$ cat src/rtl/pipe_hazard_ctrl_if.sv
// rtl/pipe_hazard_ctrl_if.sv - instruction taps and stall/flush/md status of the hazard controller
interface pipe_hazard_ctrl_if;
    logic [31:0] instr_d;
    logic [31:0] instr_e;
    logic [31:0] instr_m;
    logic        stall;
    logic        flush_e;
    logic        md_busy;
    logic [3:0]  md_cnt;

    modport master (
        output instr_d, instr_e, instr_m,
        input  stall, flush_e, md_busy, md_cnt
    );

    modport slave (
        input  instr_d, instr_e, instr_m,
        output stall, flush_e, md_busy, md_cnt
    );
endinterface

$ cat src/rtl/pipe_hazard_ctrl.sv
// rtl/pipe_hazard_ctrl.sv - stall/flush controller for the five-stage MIPS pipeline
module pipe_hazard_ctrl #(
    parameter int unsigned MULT_CYC = 5,
    parameter int unsigned DIV_CYC  = 10
) (
    input  logic              clk,
    input  logic              reset,
    pipe_hazard_ctrl_if.slave hz
);

    typedef enum logic [4:0] {
        C_NOP, C_ADDU, C_SUBU, C_JR, C_MULT, C_MULTU, C_DIV, C_DIVU,
        C_MFHI, C_MFLO, C_MTHI, C_MTLO, C_ORI, C_LW, C_SW, C_BEQ,
        C_LUI, C_J, C_JAL
    } op_class_e;

    localparam logic [3:0] MULT_LOAD = 4'(MULT_CYC);
    localparam logic [3:0] DIV_LOAD  = 4'(DIV_CYC);

    function automatic op_class_e classify(input logic [5:0] op, input logic [5:0] funct);
        op_class_e c;
        c = C_NOP;
        if (op == 6'h00) begin
            case (funct)
                6'h21:   c = C_ADDU;
                6'h23:   c = C_SUBU;
                6'h08:   c = C_JR;
                6'h18:   c = C_MULT;
                6'h19:   c = C_MULTU;
                6'h1A:   c = C_DIV;
                6'h1B:   c = C_DIVU;
                6'h10:   c = C_MFHI;
                6'h12:   c = C_MFLO;
                6'h11:   c = C_MTHI;
                6'h13:   c = C_MTLO;
                default: c = C_NOP;
            endcase
        end else begin
            case (op)
                6'h0D:   c = C_ORI;
                6'h23:   c = C_LW;
                6'h2B:   c = C_SW;
                6'h04:   c = C_BEQ;
                6'h0F:   c = C_LUI;
                6'h02:   c = C_J;
                6'h03:   c = C_JAL;
                default: c = C_NOP;
            endcase
        end
        return c;
    endfunction

    // Destination register; 0 means "writes nothing that can hazard".
    function automatic logic [4:0] dest_reg(input op_class_e c, input logic [4:0] rt, input logic [4:0] rd);
        case (c)
            C_ADDU, C_SUBU, C_MFHI, C_MFLO: return rd;
            C_ORI, C_LW, C_LUI:             return rt;
            C_JAL:                          return 5'd31;
            default:                        return 5'd0;
        endcase
    endfunction

    // Cycles from D until rs is consumed; 3 means never needed.
    function automatic logic [1:0] tuse_rs(input op_class_e c);
        case (c)
            C_BEQ, C_JR:                                      return 2'd0;
            C_ADDU, C_SUBU, C_MULT, C_MULTU, C_DIV, C_DIVU,
            C_ORI, C_LW, C_MTHI, C_MTLO, C_SW:                return 2'd1;
            default:                                          return 2'd3;
        endcase
    endfunction

    function automatic logic [1:0] tuse_rt(input op_class_e c);
        case (c)
            C_BEQ:                                            return 2'd0;
            C_ADDU, C_SUBU, C_MULT, C_MULTU, C_DIV, C_DIVU:   return 2'd1;
            C_SW:                                             return 2'd2;
            default:                                          return 2'd3;
        endcase
    endfunction

    function automatic logic [1:0] tnew_in_e(input op_class_e c);
        case (c)
            C_LW:                                             return 2'd2;
            C_ADDU, C_SUBU, C_ORI, C_LUI, C_MFHI, C_MFLO:     return 2'd1;
            default:                                          return 2'd0;
        endcase
    endfunction

    function automatic logic is_md_start(input op_class_e c);
        return (c == C_MULT) || (c == C_MULTU) || (c == C_DIV) || (c == C_DIVU);
    endfunction

    function automatic logic is_md_user(input op_class_e c);
        return is_md_start(c) || (c == C_MFHI) || (c == C_MFLO) || (c == C_MTHI) || (c == C_MTLO);
    endfunction

    op_class_e  cls_d, cls_e, cls_m;
    logic [4:0] rs_d, rt_d, wr_e, wr_m;
    logic [1:0] tu_rs, tu_rt, tn_e, tn_m;
    logic       data_stall, md_stall;
    logic [3:0] md_cnt_q;
    logic       unused_fields;

    assign cls_d = classify(hz.instr_d[31:26], hz.instr_d[5:0]);
    assign cls_e = classify(hz.instr_e[31:26], hz.instr_e[5:0]);
    assign cls_m = classify(hz.instr_m[31:26], hz.instr_m[5:0]);

    assign rs_d  = hz.instr_d[25:21];
    assign rt_d  = hz.instr_d[20:16];
    assign wr_e  = dest_reg(cls_e, hz.instr_e[20:16], hz.instr_e[15:11]);
    assign wr_m  = dest_reg(cls_m, hz.instr_m[20:16], hz.instr_m[15:11]);

    assign tu_rs = tuse_rs(cls_d);
    assign tu_rt = tuse_rt(cls_d);
    assign tn_e  = tnew_in_e(cls_e);
    assign tn_m  = (cls_m == C_LW) ? 2'd1 : 2'd0;

    // Shift amounts and the rs fields of E/M play no part in hazard detection.
    assign unused_fields = ^{hz.instr_d[10:6], hz.instr_e[25:21], hz.instr_e[10:6],
                             hz.instr_m[25:21], hz.instr_m[10:6]};

    // RAW hazards the forwarding network cannot resolve in time.
    always_comb begin
        data_stall = 1'b0;
        if (rs_d != 5'd0) begin
            if ((rs_d == wr_e) && (tn_e > tu_rs)) data_stall = 1'b1;
            if ((rs_d == wr_m) && (tn_m > tu_rs)) data_stall = 1'b1;
        end
        if (rt_d != 5'd0) begin
            if ((rt_d == wr_e) && (tn_e > tu_rt)) data_stall = 1'b1;
            if ((rt_d == wr_m) && (tn_m > tu_rt)) data_stall = 1'b1;
        end
    end

    // HI/LO users wait while a multiply/divide is starting in E or still running.
    always_comb begin
        md_stall = is_md_user(cls_d) && ((md_cnt_q != 4'd0) || is_md_start(cls_e));
    end

    // Busy countdown; the E instruction always advances, so stall does not gate it.
    always_ff @(posedge clk) begin
        if (reset) begin
            md_cnt_q <= 4'd0;
        end else if ((cls_e == C_MULT) || (cls_e == C_MULTU)) begin
            md_cnt_q <= MULT_LOAD;
        end else if ((cls_e == C_DIV) || (cls_e == C_DIVU)) begin
            md_cnt_q <= DIV_LOAD;
        end else if (md_cnt_q != 4'd0) begin
            md_cnt_q <= md_cnt_q - 4'd1;
        end
    end

    assign hz.stall   = data_stall | md_stall;
    assign hz.flush_e = data_stall | md_stall;
    assign hz.md_busy = (md_cnt_q != 4'd0);
    assign hz.md_cnt  = md_cnt_q;

endmodule

$ cat src/flat_wrapper.sv
// flat-port wrapper written by rule: the top's interface ports become plain ports
module pipe_hazard_ctrl_flat 
#(
    parameter int unsigned MULT_CYC = 5,
    parameter int unsigned DIV_CYC  = 10
)
  (clk, reset, hz_instr_d, hz_instr_e, hz_instr_m, hz_stall, hz_flush_e, hz_md_busy, hz_md_cnt);
  pipe_hazard_ctrl_if hz_i ();
  input  logic clk;
  input  logic reset;
  input wire logic [$bits(hz_i.instr_d)-1:0] hz_instr_d;
  input wire logic [$bits(hz_i.instr_e)-1:0] hz_instr_e;
  input wire logic [$bits(hz_i.instr_m)-1:0] hz_instr_m;
  output wire logic [$bits(hz_i.stall)-1:0] hz_stall;
  output wire logic [$bits(hz_i.flush_e)-1:0] hz_flush_e;
  output wire logic [$bits(hz_i.md_busy)-1:0] hz_md_busy;
  output wire logic [$bits(hz_i.md_cnt)-1:0] hz_md_cnt;
  assign hz_i.instr_d = hz_instr_d;
  assign hz_i.instr_e = hz_instr_e;
  assign hz_i.instr_m = hz_instr_m;
  assign hz_stall = hz_i.stall;
  assign hz_flush_e = hz_i.flush_e;
  assign hz_md_busy = hz_i.md_busy;
  assign hz_md_cnt = hz_i.md_cnt;
  pipe_hazard_ctrl #(.MULT_CYC(MULT_CYC), .DIV_CYC(DIV_CYC)) u_core (.clk(clk), .reset(reset), .hz(hz_i));
endmodule
$ cat config.mk
export PLATFORM = sky130hd
export DESIGN_NAME = pipe_hazard_ctrl_flat
export DESIGN_NICKNAME = d
export VERILOG_FILES = /design/src/rtl/pipe_hazard_ctrl_if.sv /design/src/rtl/pipe_hazard_ctrl.sv /design/src/flat_wrapper.sv
export SDC_FILE = /design/constraint.sdc
export NUM_CORES = 1
export LEC_CHECK = 0
export CORE_ASPECT_RATIO = 0.9
export CORE_MARGIN = 2
export CORE_UTILIZATION = 41
export CTS_CLUSTER_DIAMETER = 150
export CTS_CLUSTER_SIZE = 24
export DETAILED_ROUTE_END_ITERATION = 7
export PLACE_DENSITY = 0.8
export SETUP_SLACK_MARGIN = 0.15
export SYNTH_ARGS = -nofsm -noshare
export SYNTH_HDL_FRONTEND = slang
export SYNTH_SLANG_ARGS = --single-unit
export TNS_END_PERCENT = 50
$ cat constraint.sdc
create_clock -name clk -period 5 [get_ports clk]
set_clock_uncertainty 0.1 [all_clocks]
set_input_delay 0.75 -clock clk [delete_from_list [all_inputs] [get_ports clk]]
set_output_delay 0.75 -clock clk [all_outputs]
set_load 0.05 [all_outputs]
Word level (Yosys, flattened, before mapping)
Memories as Yosys holds them, arrays and structs flattened.
Index checks and enable logic that the tools add are counted.
{ "totals": {"ff_bits": 4, "mem_bits_ro": 64, "input_bits": 98, "output_inout_bits": 7, "wordCells": 151, "memories": 2} }
{ "op_classes": {"add_sub_neg": 1, "magnitude_cmp": 4, "eq_ne": 86, "n_mux": 24, "n_bitwise": 1, "reduce_logical": 31} }
{ "memory_table": {"columns": ["memory", "depth", "word_bits", "rd", "rd_clocked_by_memory_dff", "write_ports", "line", "rtl"], "rows": [
  ["(no name shown)", 16, 2, 1, 0, 0, "pipe_hazard_ctrl.sv:74", "case (c)"],
  ["(no name shown)", 16, 2, 1, 0, 0, "pipe_hazard_ctrl.sv:65", "case (c)"]
]} }
{ "ops": {"columns": ["cell", "count"], "rows": [
  ["6-bit by 5-bit == test with 1-bit output (second input constant)", 24],
  ["4-bit one-hot mux with 11 select lines", 3],
  ["5-bit one-hot mux with 7 select lines", 3],
  ["6-bit == test (second input constant)", 12],
  ["5-bit by 4-bit == test with 1-bit output (second input constant)", 12],
  ["6-bit by 4-bit == test with 1-bit output (second input constant)", 9],
  ["5-bit by 3-bit == test with 1-bit output (second input constant)", 8],
  ["6-bit by 2-bit == test with 1-bit output (second input constant)", 6],
  ["5-bit one-hot mux with 3 select lines", 2],
  ["5-bit == test", 4],
  ["5-bit == test (second input constant)", 4],
  ["6-bit by 3-bit == test with 1-bit output (second input constant)", 3],
  ["6-bit zero test", 3],
  ["5-bit two-way mux", 3],
  ["1-bit logical OR", 12],
  ["5-bit by 1-bit == test with 1-bit output (second input constant)", 2],
  ["5-bit by 2-bit == test with 1-bit output (second input constant)", 2],
  ["5-bit nonzero test", 2],
  ["2-bit greater-than comparator", 4],
  ["4-bit two-way mux", 2],
  ["4-bit OR reduction", 2],
  ["1-bit two-way mux", 7],
  ["3-bit OR reduction", 2],
  ["6-bit OR reduction", 1],
  ["10 further kinds", 15]
]} }

Depth between registers and ports, before layout
Gate-level depths: netlist of run 1.
{ "logic_depth": {"ltp_word": 15, "ltp_mapped": 15, "ltp_nobuf": 14} }

Worst setup path before layout of run 1
Ideal clock, no wire load.
{ "synth_timing": {"path_kind": "input -> output", "start": "in hz_instr_d[27]", "end": "out hz_stall", "arrival_ns": 3.708, "setup_slack_ns": 0.442, "stages": 15, "path_buffers": 2, "path_cell_list": "clkbuf_1 > nor3b_1 > a21oi_1 > o31a_1 > o22ai_1 > ha_1 > mux2i_1 > a21oi_1 > and2_1 > ha_1 > a21oi_1 > a211oi_1 > a41oi_2 > nand3_1 > buf_4"} }
{ "synth_via": {"elab_chain_cells": 14, "elab_cells_between_ends": 45, "classes_between": "4 x order compare; 15 x eq/ne; 10 x mux; 1 x bitwise; 13 x reduce/logical; 2 x memory"} }
{ "synth_lines": {"columns": ["item", "line", "rtl"], "rows": [
  ["start, declared", "flat_wrapper.sv:11", "input wire logic [$bits(hz_i.instr_d)-1:0] hz_instr_d;"],
  ["6-bit by 2-bit == test with 1-bit output, or another cell as far along", "pipe_hazard_ctrl.sv:39", "case (op)"],
  ["5-bit one-hot mux with 7 select lines", "pipe_hazard_ctrl.sv:39", null],
  ["5-bit two-way mux (*)", "pipe_hazard_ctrl.sv:23", "if (op == 6'h00) begin"],
  ["memory read 16 x 2 bit", null, null],
  ["2-bit two-way mux", "pipe_hazard_ctrl.sv:65", null],
  ["2-bit greater-than comparator", "pipe_hazard_ctrl.sv:127", "if ((rs_d == wr_e) && (tn_e > tu_rs)) data_stall = 1'b1;"],
  ["1-bit logical AND", "pipe_hazard_ctrl.sv:127", null],
  ["1-bit two-way mux", "pipe_hazard_ctrl.sv:127", null],
  ["1-bit two-way mux", "pipe_hazard_ctrl.sv:128", "if ((rs_d == wr_m) && (tn_m > tu_rs)) data_stall = 1'b1;"],
  ["1-bit two-way mux", "pipe_hazard_ctrl.sv:126", "if (rs_d != 5'd0) begin"],
  ["1-bit two-way mux", "pipe_hazard_ctrl.sv:131", "if ((rt_d == wr_e) && (tn_e > tu_rt)) data_stall = 1'b1;"],
  ["1-bit two-way mux", "pipe_hazard_ctrl.sv:132", "if ((rt_d == wr_m) && (tn_m > tu_rt)) data_stall = 1'b1;"],
  ["1-bit two-way mux", "pipe_hazard_ctrl.sv:130", "if (rt_d != 5'd0) begin"],
  ["1-bit bitwise OR (*)", null, null],
  ["end, declared", "flat_wrapper.sv:14", "output wire logic [$bits(hz_i.stall)-1:0] hz_stall;"]
]} }
Every way passes the cells marked *; elsewhere a longest branch is shown, timed or not.

Worst setup path in the final report of run 1
{ "layout_timing": {"start": "in hz_instr_m[28]", "end": "out hz_flush_e"} }
{ "layout_via": {"elab_chain_cells": 14, "elab_cells_between_ends": 34, "classes_between": "2 x order compare; 17 x eq/ne; 9 x mux; 1 x bitwise; 5 x reduce/logical"} }
{ "layout_lines": {"columns": ["item", "line", "rtl"], "rows": [
  ["start, declared", "flat_wrapper.sv:13", "input wire logic [$bits(hz_i.instr_m)-1:0] hz_instr_m;"],
  ["6-bit by 2-bit == test with 1-bit output, or another cell as far along", "pipe_hazard_ctrl.sv:39", null],
  ["5-bit one-hot mux with 7 select lines", "pipe_hazard_ctrl.sv:39", null],
  ["5-bit two-way mux (*)", "pipe_hazard_ctrl.sv:23", null],
  ["5-bit by 1-bit == test with 1-bit output, or another cell as far along", "pipe_hazard_ctrl.sv:55", "case (c)"],
  ["4-bit OR reduction / 3-bit OR reduction (equally long branches)", "pipe_hazard_ctrl.sv:55", null],
  ["5-bit one-hot mux with 3 select lines", "pipe_hazard_ctrl.sv:55", null],
  ["5-bit == test", "pipe_hazard_ctrl.sv:128", null],
  ["1-bit logical AND", "pipe_hazard_ctrl.sv:128", null],
  ["1-bit two-way mux", "pipe_hazard_ctrl.sv:128", null],
  ["1-bit two-way mux", "pipe_hazard_ctrl.sv:126", null],
  ["1-bit two-way mux", "pipe_hazard_ctrl.sv:131", null],
  ["1-bit two-way mux", "pipe_hazard_ctrl.sv:132", null],
  ["1-bit two-way mux (*)", "pipe_hazard_ctrl.sv:130", null],
  ["1-bit bitwise OR (*)", "pipe_hazard_ctrl.sv:155", "assign hz.flush_e = data_stall | md_stall;"],
  ["end, declared", "flat_wrapper.sv:15", "output wire logic [$bits(hz_i.flush_e)-1:0] hz_flush_e;"]
]} }
Marks and branches as above.

==> impl_results.html, run 1 <==
<table>
<tr><th>Metric</th><th>Value</th></tr>
<tr><th colspan="2">Synth</th></tr>
<tr><td>Post-synth top area cell</td><td>a21oi_1</td></tr>
<tr><td>Synth Flop Type</td><td>dfxtp_1</td></tr>
<tr><td>Synth top area share</td><td>9.07%</td></tr>
<tr><td>Most area-consuming cells after synthesis</td><td>a21oi_1 (9.1%), ha_1 (6.9%), xor2_1 (5.7%)</td></tr>
<tr><td>Number of enable flip-flop cells after synthesis</td><td>0</td></tr>
<tr><td>Total number of yosys warnings</td><td>0</td></tr>
<tr><td>Mapped cell area</td><td>1990 sq um</td></tr>
<tr><td>Syn Area/Cell</td><td>7.05 sq um</td></tr>
<tr><td>Proportion of synthesized flip-flops having asynchronous set or reset</td><td>0%</td></tr>
<tr><td>Number of synthesized register bits</td><td>4</td></tr>
<tr><td>Net Count, Synth</td><td>391</td></tr>
<tr><td>Instance count of the mapped netlist</td><td>282</td></tr>
<tr><td>Number of distinct standard cells referenced by the synthesized netlist</td><td>64</td></tr>
<tr><td>Sequential fraction of the synthesis area</td><td>4.03%</td></tr>
<tr><th colspan="2">Drt</th></tr>
<tr><td>Average via count per standard cell</td><td>5.62</td></tr>
<tr><td>Number of DRC markers in iteration 0</td><td>93</td></tr>
<tr><td>Routed wire per std cell</td><td>13.2 microns</td></tr>
<tr><td>Post-route DRC violation count</td><td>0</td></tr>
<tr><td>Post-route ant nets</td><td>0</td></tr>
<tr><td>Vias after detailed routing</td><td>2345</td></tr>
<tr><td>Wirelength, routed</td><td>5510 microns</td></tr>
<tr><td>Count of TritonRoute iterations in the first routing pass</td><td>4</td></tr>
<tr><th colspan="2">Floorplanning</th></tr>
<tr><td>Overall die height</td><td>70.0 microns</td></tr>
<tr><td>Area inside the core boundary</td><td>4740 sq um</td></tr>
<tr><td>Top Ports</td><td>105</td></tr>
<tr><td>Starting Density</td><td>41.9%</td></tr>
<tr><td>Count of standard-cell rows</td><td>24</td></tr>
<tr><td>Area of the die</td><td>5420 sq um</td></tr>
<tr><td>Overall die width</td><td>77.4 microns</td></tr>
<tr><th colspan="2">Worst setup path</th></tr>
<tr><td>Category of the worst setup path launch point</td><td>primary input</td></tr>
<tr><td>Data arrival time of the critical path</td><td>3.80 ns</td></tr>
<tr><td>Required arrival time at the worst endpoint</td><td>4.15 ns</td></tr>
<tr><td>Crit-path slowest cell</td><td>clkdlybuf4s50_1</td></tr>
<tr><td>Cells along the critical path</td><td>clkdlybuf4s50_1 &gt; nor4_2 &gt; o311a_2 &gt; o21ai_1 &gt; o21bai_4 &gt; a32oi_4 &gt; o21ai_1 &gt; xor2_1 &gt; nor4_2 &gt; a32oi_1 &gt; nand3_2 &gt; buf_12</td></tr>
<tr><td>Crit path largest cell delay</td><td>0.58 ns</td></tr>
<tr><td>Element type at the critical path end</td><td>primary output</td></tr>
<tr><td>Largest fanout of any net on the critical path</td><td>9</td></tr>
<tr><td>Worst Path Class, Setup</td><td>in2out</td></tr>
<tr><th colspan="2">Clock network</th></tr>
<tr><td>Number of hold buffers added after cts</td><td>0</td></tr>
<tr><td>Clock tree from TritonCTS</td><td>done</td></tr>
<tr><td>Number of clock buffers inserted by TritonCTS</td><td>3</td></tr>
<tr><td>Worst-Skew Late Latency</td><td>0.22 ns</td></tr>
<tr><td>Count of clock tree sinks</td><td>4</td></tr>
<tr><td>Root cell of the clock tree</td><td>clkbuf_8</td></tr>
<tr><td>CTS H-Tree Depth</td><td>1</td></tr>
<tr><td>CTS max path bufs</td><td>2</td></tr>
<tr><td>Clock transition at the registers of the reported paths</td><td>0.03 ns</td></tr>
<tr><th colspan="2">Timing</th></tr>
<tr><td>Min Clock Period, post-route</td><td>4.65 ns</td></tr>
<tr><td>Fmax</td><td>0.215 GHz</td></tr>
<tr><td>Setup repair after global routing missed its margin</td><td>no</td></tr>
<tr><td>Fin Setup TNS</td><td>0 ns</td></tr>
<tr><td>Transition at the pin with the smallest max-transition slack</td><td>0.569 ns</td></tr>
<tr><td>Setup violators final</td><td>0</td></tr>
<tr><td>Hold violation total from the final report</td><td>0</td></tr>
<tr><td>Tcrit/Tclk final</td><td>92.9%</td></tr>
<tr><td>Number of max-slew violations in the final report</td><td>0</td></tr>
<tr><td>WHS</td><td>0.537 ns</td></tr>
<tr><td>Relative slew margins</td><td>62.0%</td></tr>
<tr><th colspan="2">Final layout</th></tr>
<tr><td>Leading cell types in the layout, fill and taps excluded</td><td>clkdlybuf4s50_1 (68), a21oi_1 (36), nor2_1 (26), nand2_1 (17), inv_1 (15)</td></tr>
<tr><td>Fillcell total</td><td>456</td></tr>
<tr><td>Layout cell share with drive strength beyond 1</td><td>9.38%</td></tr>
<tr><td>Total number of nets in the final design</td><td>463</td></tr>
<tr><td>Most common cell after layout, fill and taps aside</td><td>clkdlybuf4s50_1</td></tr>
<tr><td>Max FFs per register</td><td>4</td></tr>
<tr><td>Final core utilization</td><td>60.8%</td></tr>
<tr><td>Ant diodes</td><td>0</td></tr>
<tr><td>Synth-to-Final Area Change</td><td>45.2%</td></tr>
<tr><th colspan="2">Pwr</th></tr>
<tr><td>VDD IR-drop max</td><td>0.000425 V</td></tr>
<tr><td>Relative contribution of sequential cells to total power</td><td>12.6%</td></tr>
<tr><td>Proportion of power drawn by the clock network</td><td>14.6%</td></tr>
<tr><td>Combinational cell fraction of total power</td><td>72.8%</td></tr>
<tr><td>Share of total power consumed by net switching</td><td>46.4%</td></tr>
<tr><td>Internal power consumption</td><td>247 uW</td></tr>
<tr><td>Standby leakage power</td><td>1.08 nW</td></tr>
<tr><td>Net switching power of the design</td><td>214 uW</td></tr>
<tr><td>Power density normalized to cell area</td><td>160 nW/um^2</td></tr>
<tr><th colspan="2">GRT</th></tr>
<tr><td>Wire length of the first global-routing pass</td><td>9600 microns</td></tr>
<tr><td>Antenna violations before repair</td><td>0</td></tr>
<tr><td>Overall track demand over capacity in global routing</td><td>20.5%</td></tr>
<tr><td>Number of global-route vias before repair</td><td>2208</td></tr>
<tr><td>Pin count of the biggest net entering global routing</td><td>11</td></tr>
<tr><td>Residual overflow from global routing</td><td>0</td></tr>
<tr><th colspan="2">Run status</th></tr>
<tr><td>Result of the run</td><td>finished, final reports clean</td></tr>
<tr><th colspan="2">Run</th></tr>
<tr><td>Max cap viols</td><td>0</td></tr>
<tr><th colspan="2">Placed design</th></tr>
<tr><td>Buffers on Ports</td><td>74</td></tr>
<tr><td>Gp weighted congestion</td><td>0.886</td></tr>
<tr><td>Dpl hpwl</td><td>4500 microns</td></tr>
<tr><th colspan="2">Hold path</th></tr>
<tr><td>Hold crit path type</td><td>reg2reg</td></tr>
</table>
==> through the flow <==
| step | cells | setup WS [ns] | power [mW] | cell area, sq um |
|---|---|---|---|---|
| 5_1_grt | 417 | 0.162 | 0.500 | 2890 |
| 6_report | 417 | 0.354 | 0.461 | 2890 |
| 2_1_floorplan | 282 | 0.442 | 0.261 | 1990 |
| 3_5_place_dp | 414 | 0.226 | 0.388 | 2800 |
| 3_3_place_gp | 414 | 0.231 | 0.381 | 2800 |
| 4_1_cts | 417 | 0.192 | 0.460 | 2840 |
==> worst max-delay path, delay by kind of cell <==
| kind | cells | cell delay, ns |
|---|---|---|
| xor gates and xnor gates | 1 | 0.18 |
| and+or+nand+nor | 3 | 0.93 |
| buffers and inverters | 2 | 0.73 |
| AOI/OAI and AO/OA | 6 | 1.20 |
==> what timing repair did <==
item,in CTS,in global routing
gates resized for setup,0,11
hold endpoints to repair,0,0
setup endpoints to repair,0,2
setup buffers,0,0
==> worst paths after layout <==
kind,cells after the start,from,to,slack (ns)
max,12,hz_instr_m[28],hz_flush_e,0.35
min,2,u_core.hz.md_cnt[3],u_core.hz.md_cnt[3],0.54
max reg2reg,6,u_core.hz.md_cnt[0],u_core.hz.md_cnt[1],3.29
min reg2reg,2,u_core.hz.md_cnt[3],u_core.hz.md_cnt[3],0.54
==> area by class of cell <==
cell class	instances	area [sq um]	area share (%)
Inverter	15	56.3	1.95
Multi-Input combinational cell	251	1820	63.0
Clock buffer	3	41.3	1.43
Sequential cell	4	80.1	2.78
Tap cell	65	81.3	2.82
Timing Repair Buffer	79	808	28.0
==> Yosys cell counts, types with 5 or more instances <==
cell,instances
a211oi_1,5
a21oi_1,36
buf_2,5
ha_1,11
inv_1,15
nand2_1,17
nand2b_1,6
nand3_1,13
nand3b_1,5
nor2_1,26
nor2b_1,6
nor3_1,8
nor4_1,5
o21ai_0,9
o21ai_1,6
o31a_1,6
xnor2_1,12
xor2_1,13
==> logic make-up after synthesis <==
group	share of synthesized area, %
AND/OR/NAND/NOR	33.8
AO/OA/AOI/OAI	34.9
buffers and inverters	6.17
XOR/XNOR	11.0
adder cells (fa/ha/maj)	6.93
multiplexers	3.21
flip-flops	4.03
==> routing by layer <==
| metal | track usage (%) | routed length (microns) | vias up |
|---|---|---|---|
| met3 | 2.97 | 266 | 2 |
| met2 | 38.1 | 2810 | 64 |
| met4 | 2.18 | 7 | 0 |
| li1 | - | - | 1204 |
| met1 | 25.8 | 2430 | 1075 |
| met5 | 0 | 0 | - |
==> power groups by stage <==
stage / registers (mW) / clock network [mW] / logic [mW]
after floorplan: 0.0920 / 0 / 0.169
after global placement: 0.0565 / 0 / 0.324
after detailed placement: 0.0570 / 0 / 0.331
after CTS: 0.0574 / 0.0687 / 0.334
after global routing: 0.0602 / 0.0716 / 0.368
final: 0.0579 / 0.0673 / 0.336
No activity file was read; power rests on OpenSTA's default activity.
==> run 2: changes to the inputs <==
--- a/config.mk
+++ b/config.mk
@@ -16,4 +16,3 @@
 export SYNTH_ARGS = -nofsm -noshare
 export SYNTH_HDL_FRONTEND = slang
 export SYNTH_SLANG_ARGS = --single-unit
-export TNS_END_PERCENT = 50
==> results of run 2 <==
Final layout, timing and power as in run 1 (identical DEF).
